==> src/rtl/cb_rc_seq.sv <==
// -----------------------------------------------------------------------------
// cb_rc_seq -- covariance-block row/column sequence generator.
//
// Accepts one access request, then issues the CB_row/CB_col pairs of the
// requested rectangle (row-major, one per unstalled cycle) to the CB address
// generator. A valid/last token pipeline, AGD_LAT deep, tracks the address
// generator latency so addr_valid qualifies CB_base_addr and seq_done marks
// the end of the sequence.
//
// Optional feature macro: CB_SEQ_SYMM_EN
//   defined   : elements with col > row consume an issue cycle but are issued
//               with rc_valid=0 (lower-triangle reads only). The last token is
//               still emitted on (r1,c1).
//   undefined : every element of the rectangle is issued.
//
// Ports:
//   clk, sys_rst            clock, asynchronous active-high reset
//   req_valid / req_ready   request handshake (ready only in IDLE)
//   req_mode                0 pose, 1 column strip, 2 landmark block, 3 row strip
//   req_lm_idx              landmark index k
//   total_rows              state dimension N, sampled at accept
//   stall                   holds issue while in ISSUE
//   CB_row / CB_col         registered indices to the address generator
//   rc_valid                CB_row/CB_col valid
//   addr_valid, addr_last   rc_valid / last token delayed AGD_LAT cycles
//   seq_done                sequence fully drained (same as addr_last)
//   req_err                 one-cycle pulse for a rejected request
// -----------------------------------------------------------------------------
module cb_rc_seq #(
    parameter int ROW_LEN      = 10,
    parameter int MAX_LANDMARK = 500,
    parameter int AGD_LAT      = 5
) (
    input  logic               clk,
    input  logic               sys_rst,
    input  logic               req_valid,
    output logic               req_ready,
    input  logic [1:0]         req_mode,
    input  logic [ROW_LEN-1:0] req_lm_idx,
    input  logic [ROW_LEN-1:0] total_rows,
    input  logic               stall,
    output logic [ROW_LEN-1:0] CB_row,
    output logic [ROW_LEN-1:0] CB_col,
    output logic               rc_valid,
    output logic               addr_valid,
    output logic               addr_last,
    output logic               seq_done,
    output logic               req_err
);

    typedef enum logic [1:0] {
        S_IDLE  = 2'd0,
        S_ISSUE = 2'd1,
        S_DRAIN = 2'd2
    } state_t;

    state_t state_q, state_d;

    logic [ROW_LEN-1:0] r1_q, r1_d, c0_q, c0_d, c1_q, c1_d;
    logic [ROW_LEN-1:0] row_q, row_d, col_q, col_d;
    logic [ROW_LEN-1:0] cb_row_q, cb_row_d, cb_col_q, cb_col_d;
    logic               rc_valid_q, rc_valid_d;
    logic               last_q, last_d;
    logic               req_err_q, req_err_d;
    logic [AGD_LAT-1:0] vpipe_q, vpipe_d;
    logic [AGD_LAT-1:0] lpipe_q, lpipe_d;

    // Rectangle decode for the request currently on the input
    logic [ROW_LEN-1:0] lm_base;
    logic [ROW_LEN:0]   lm_end;
    logic [ROW_LEN-1:0] n_last;
    logic [ROW_LEN-1:0] rect_r0, rect_r1, rect_c0, rect_c1;
    logic               reject;
    logic               elem_en;
    logic               at_last;

    always_comb begin
        lm_base = ROW_LEN'(3) + (req_lm_idx << 1);
        // One extra bit so c+2 cannot wrap before the compare with N
        lm_end  = {1'b0, lm_base} + (ROW_LEN+1)'(2);
        n_last  = total_rows - ROW_LEN'(1);
        rect_r0 = lm_base;
        rect_r1 = lm_base + ROW_LEN'(1);
        rect_c0 = lm_base;
        rect_c1 = lm_base + ROW_LEN'(1);
        reject  = (req_lm_idx >= ROW_LEN'(MAX_LANDMARK)) ||
                  (lm_end > {1'b0, total_rows});
        case (req_mode)
            2'd0: begin
                rect_r0 = '0;
                rect_r1 = ROW_LEN'(2);
                rect_c0 = '0;
                rect_c1 = ROW_LEN'(2);
                reject  = (total_rows < ROW_LEN'(3));
            end
            2'd1: begin
                rect_r0 = '0;
                rect_r1 = n_last;
            end
            2'd3: begin
                rect_c0 = '0;
                rect_c1 = n_last;
            end
            default: ;
        endcase
    end

    // Suppress the upper triangle when symmetric reads are enabled
`ifdef CB_SEQ_SYMM_EN
    assign elem_en = (col_q <= row_q);
`else
    assign elem_en = 1'b1;
`endif

    assign at_last = (row_q == r1_q) && (col_q == c1_q);

    // Token pipelines: never stall, always shift
    generate
        for (genvar gi = 0; gi < AGD_LAT; gi++) begin : g_pipe
            if (gi == 0) begin : g_head
                assign vpipe_d[gi] = rc_valid_q;
                assign lpipe_d[gi] = last_q;
            end else begin : g_tail
                assign vpipe_d[gi] = vpipe_q[gi-1];
                assign lpipe_d[gi] = lpipe_q[gi-1];
            end
        end
    endgenerate

    always_comb begin
        state_d    = state_q;
        r1_d       = r1_q;
        c0_d       = c0_q;
        c1_d       = c1_q;
        row_d      = row_q;
        col_d      = col_q;
        cb_row_d   = cb_row_q;
        cb_col_d   = cb_col_q;
        rc_valid_d = 1'b0;
        last_d     = 1'b0;
        req_err_d  = 1'b0;
        case (state_q)
            S_IDLE: begin
                if (req_valid) begin
                    if (reject) begin
                        req_err_d = 1'b1;
                    end else begin
                        r1_d    = rect_r1;
                        c0_d    = rect_c0;
                        c1_d    = rect_c1;
                        row_d   = rect_r0;
                        col_d   = rect_c0;
                        state_d = S_ISSUE;
                    end
                end
            end
            S_ISSUE: begin
                if (!stall) begin
                    rc_valid_d = elem_en;
                    if (elem_en) begin
                        cb_row_d = row_q;
                        cb_col_d = col_q;
                    end
                    if (at_last) begin
                        last_d  = 1'b1;
                        state_d = S_DRAIN;
                    end else if (col_q == c1_q) begin
                        col_d = c0_q;
                        row_d = row_q + ROW_LEN'(1);
                    end else begin
                        col_d = col_q + ROW_LEN'(1);
                    end
                end
            end
            S_DRAIN: begin
                // Leave as the last token exits the pipeline
                if (lpipe_q[AGD_LAT-1]) begin
                    state_d = S_IDLE;
                end
            end
            default: state_d = S_IDLE;
        endcase
    end

    always_ff @(posedge clk or posedge sys_rst) begin
        if (sys_rst) begin
            state_q    <= S_IDLE;
            r1_q       <= '0;
            c0_q       <= '0;
            c1_q       <= '0;
            row_q      <= '0;
            col_q      <= '0;
            cb_row_q   <= '0;
            cb_col_q   <= '0;
            rc_valid_q <= 1'b0;
            last_q     <= 1'b0;
            req_err_q  <= 1'b0;
            vpipe_q    <= '0;
            lpipe_q    <= '0;
        end else begin
            state_q    <= state_d;
            r1_q       <= r1_d;
            c0_q       <= c0_d;
            c1_q       <= c1_d;
            row_q      <= row_d;
            col_q      <= col_d;
            cb_row_q   <= cb_row_d;
            cb_col_q   <= cb_col_d;
            rc_valid_q <= rc_valid_d;
            last_q     <= last_d;
            req_err_q  <= req_err_d;
            vpipe_q    <= vpipe_d;
            lpipe_q    <= lpipe_d;
        end
    end

    // Ready is held low while reset is asserted so every output reads 0
    assign req_ready  = (state_q == S_IDLE) && !sys_rst;
    assign CB_row     = cb_row_q;
    assign CB_col     = cb_col_q;
    assign rc_valid   = rc_valid_q;
    assign addr_valid = vpipe_q[AGD_LAT-1];
    assign addr_last  = lpipe_q[AGD_LAT-1];
    assign seq_done   = lpipe_q[AGD_LAT-1];
    assign req_err    = req_err_q;

endmodule

==> config.mk <==
export PLATFORM = sky130hd
export DESIGN_NAME = cb_rc_seq
export DESIGN_NICKNAME = d
export VERILOG_FILES = /design/src/rtl/cb_rc_seq.sv
export SDC_FILE = /design/constraint.sdc
export NUM_CORES = 1
export LEC_CHECK = 0
export CELL_PAD_IN_SITES_DETAIL_PLACEMENT = 0
export CELL_PAD_IN_SITES_GLOBAL_PLACEMENT = 1
export CORE_ASPECT_RATIO = 1.2
export CORE_MARGIN = 10
export CORE_UTILIZATION = 47
export CTS_BUF_LIST = sky130_fd_sc_hd__clkbuf_2 sky130_fd_sc_hd__clkbuf_4 sky130_fd_sc_hd__clkbuf_8
export DETAILED_ROUTE_END_ITERATION = 8
export HOLD_SLACK_MARGIN = 0.05
export PLACE_DENSITY = 0.88
export SLEW_MARGIN = 20
export SYNTH_ARGS = -nofsm -noshare
export SYNTH_HDL_FRONTEND = slang
export SYNTH_SLANG_ARGS = --single-unit
==> constraint.sdc <==
create_clock -name clk -period 3.9 [get_ports clk]
set_input_delay 0.585 -clock clk [delete_from_list [all_inputs] [get_ports clk]]
set_output_delay 0.585 -clock clk [all_outputs]
set_load 0.005 [all_outputs]
==> impl_results.md <==
* I/O pin total at 52
* Post-synth cell types at 41
* Final worst-path cycle share at about 95%
* Worst IR Drop VDD at approximately 0.22 mV
* Dpl hpwl at approximately 9.7 mm
* Depth of the most critical reg-to-reg path at 9
* CTS Buf Count at 9
* Largest net degree at the start of global routing at 61
* Util after Layout at 61.2%
* Starting Density at 48.4%
* NetSw at 1350 uW
* Syn nets at 552
* CP Class: in2reg
* H-tree depth at 3
* Seq/Total Area, Yosys at approximately 43%
* Cell Area, Synth at 0.00489 mm^2
* Arr. time, crit path at around 4 ns
* Clock Pin Slew Worst Setup and Hold Paths at ~0.090 ns
* Share of layout cells above drive strength 1 at 20.6%
* # DRC at 0
* Row cnt at 40
* # diodes at 0
* Min-Delay Startpoint: vpipe_q[2]
* Commonest non-fill, non-tap cell in the layout: dfrtp_1
* Critical path required time at roughly 4.2 ns
* Max Cap Violations at 0
* Total GRT Usage at 16.9%
* Outcome: completed
* Synthesized area per cell at 9.65 um^2
* Worst slew margin at between 30% and 40%
* #FFs+latches synth at 85
* Post-route ant nets at 0
* Register area at 0.00213 mm^2
* CP endpoint kind: register
* Leak at ~0.0028 uW
* Post-synth EDFFs at 0
* DIE AREA at roughly 0.015 mm^2
* Hold slack at about 0.36 ns
* Clk buf depth at 2
* Die height at 132 um
* Commonest non-fill, non-tap cells in the layout: dfrtp_1 (85), nand2_1 (63), o21ai_0 (52)
* Vias per cell at 5.61
* Yosys warning count at 0
* Vias in the first global route at between 4000 and 5000
* Top_reg_cell synth: dfrtp_1
* Worst Max-Slew Pin Slew at roughly 1 ns
* Worst min-delay path class: reg2reg
* Worst Setup SP: req_lm_idx[0]
* Die W at between 100 and 150 um
* Max Fclk at approximately 0.27 GHz
* Type of origin of the critical path: primary input
* Area after DPL at 0.00584 mm^2
* TritonCTS clock tree: done
* Final Max Slew Viols at 0
* Final setup violating endpoints at 0
* Place WS at -0.366 ns
* Hold Path Depth at 0
* Clock Latency Late Sink at 0.36 ns
* Clock power frac at about a fifth
* Sink Count at 85
* Pint at 2580 uW
* Design area at 0.00618 mm^2
* Post-Syn Instances at ~500
* Iteration-0 DRC Markers at between 200 and 250
* Multi-input logic area at about 0.0026 mm^2
* Sw Ratio at approximately a third
* Total number of vias at a little over 4000
* R2r startpoint: col_q[5]
* Min setup slack post-route at around 0.21 ns
* Final Hold Vio Count at 0
* Layout Skew at approximately 0.011 ns
* WL final at between 10 and 15 mm
* Final net count at ~630
* Area of the core at roughly 0.010 mm^2
* Area delta synth->final at 26.4%
* Port bufs at 51
* Initial antenna violation count at 0
* Flop pwr share at between 40% and 50%
* Gpl congestion at just over 0.9
* Root Driver: clkbuf_8
* DR pass1 iterations at 4
* Peak fanout along the critical path at 5
* Comb pwr share at 39.3%
* Final worst path period need at roughly 3.7 ns
* WL/cell at around 18 um
* Congestion Overflow GR at 0
* FFs w/ async S/R, synth at 100%
* First-pass GRT wire length at 20.7 mm
* Power per cell area at between 600 and 700 mW/mm^2
* Fillers at 851
==> path summary, 6_finish.rpt <==
kind,endpoint,slack [ns]
hold / removal,vpipe_q[3],0.36
max in group asynchronous,r1_q[3],2.35
hold reg to reg,vpipe_q[3],0.36
min in group asynchronous,CB_col[9],0.74
setup / recovery,row_q[7],0.21
setup reg to reg,row_q[7],1.21
==> sequential cells by signal (all words and copies together) (netlist names) <==
signal	flops
CB_col	10
col_q	10
last_q	1
CB_row	10
c0_q	10
row_q	10
state_q	2
vpipe_q	5
req_err	1
r1_q	10
lpipe_q	5
c1_q	10
rc_valid	1
==> critical path, stage by stage <==
cell and delay, ns:
clkdlybuf4s50_1 0.48, buf_4 0.13, inv_1 0.06, ha_1 0.32
nand3_2 0.11, nor3_2 0.20, buf_4 0.15, xnor2_2 0.14
ha_1 0.31, and4_1 0.23, o21ai_0 0.11, a21oi_2 0.11
o21ai_2 0.18, a21oi_2 0.10, nor3b_2 0.23, buf_4 0.20
mux2_4 0.30
==> power groups by stage <==
stage,clock network [uW],logic (uW),registers (uW)
6_report,802,1540,1580
5_1_grt,846,1720,1630
4_1_cts,810,1540,1580
3_5_place_dp,0,1520,1590
3_3_place_gp,0,1470,1570
2_1_floorplan,0,1050,1450
==> stage by stage <==
step | instances | power [uW] | setup TNS (ns)
2_1_floorplan | 507 | 2500 | 0
6_report | 719 | 3920 | 0
4_1_cts | 717 | 3920 | 0
5_1_grt | 719 | 4190 | -0.000679
3_5_place_dp | 702 | 3120 | -6.64
3_3_place_gp | 702 | 3040 | -5.03
==> layer usage <==
| layer | GRT usage (%) | up-vias | share of wire (%) |
|---|---|---|---|
| li1 | - | 1922 | - |
| met1 | 19.7 | 2006 | 42 |
| met2 | 29.3 | 89 | 52 |
| met3 | 3.73 | 18 | 4.1 |
| met4 | 6.00 | 0 | 2.0 |
| met5 | 0 | - | 0 |
==> what timing repair did <==
action / 4_1_cts / 5_1_grt
pin swaps: 0 / 4
resized for setup: 1 / 16
endpoints found under the setup margin: 14 / 20
gates cloned: 0 / 1
hold buffers: 0 / 0
setup buffers: 0 / 1
==> synth_stat cells, types with 2 or more instances <==
cell type	count	area [um^2]
xnor2_1	31	272
nor3_1	7	35.0
mux2i_1	2	20.0
o31ai_1	3	22.5
a21oi_1	10	50.1
dfrtp_1	85	2130
xor2_1	31	272
inv_1	22	82.6
nand2b_1	3	18.8
clkbuf_1	19	71.3
nor2_1	21	78.8
o21ai_0	54	270
a22oi_1	14	105
mux2_2	32	360
o22ai_1	5	31.3
nand3_1	26	130
buf_1	5	18.8
buf_2	3	15.0
and3_1	2	12.5
nand2_1	63	236
nand4_1	10	62.6
mux2_4	9	135
nor4_1	8	50.1
and4_1	3	26.3
ha_1	19	238
nor2b_1	4	25.0
a211oi_1	2	15.0
==> cells by family after synthesis <==
logic type | after synthesis | synth area share [%]
simple gates | 152 | 14.5
buf+inv | 51 | 4.22
fa+ha+maj | 19 | 4.86
compound gates | 95 | 11.3
xor+xnor | 62 | 11.1
flops | 85 | 43.5
mux | 43 | 10.5
==> area by class of cell <==
cell class	count	area share, %
multi-input cells	371	42.5
flip-flops and latches	85	34.4
repair buffers	100	14.9
well taps	126	2.55
clock inverters	6	2.21
clock buffers	9	2.00
inverters	22	1.38
(Power assumes the default switching activity.)
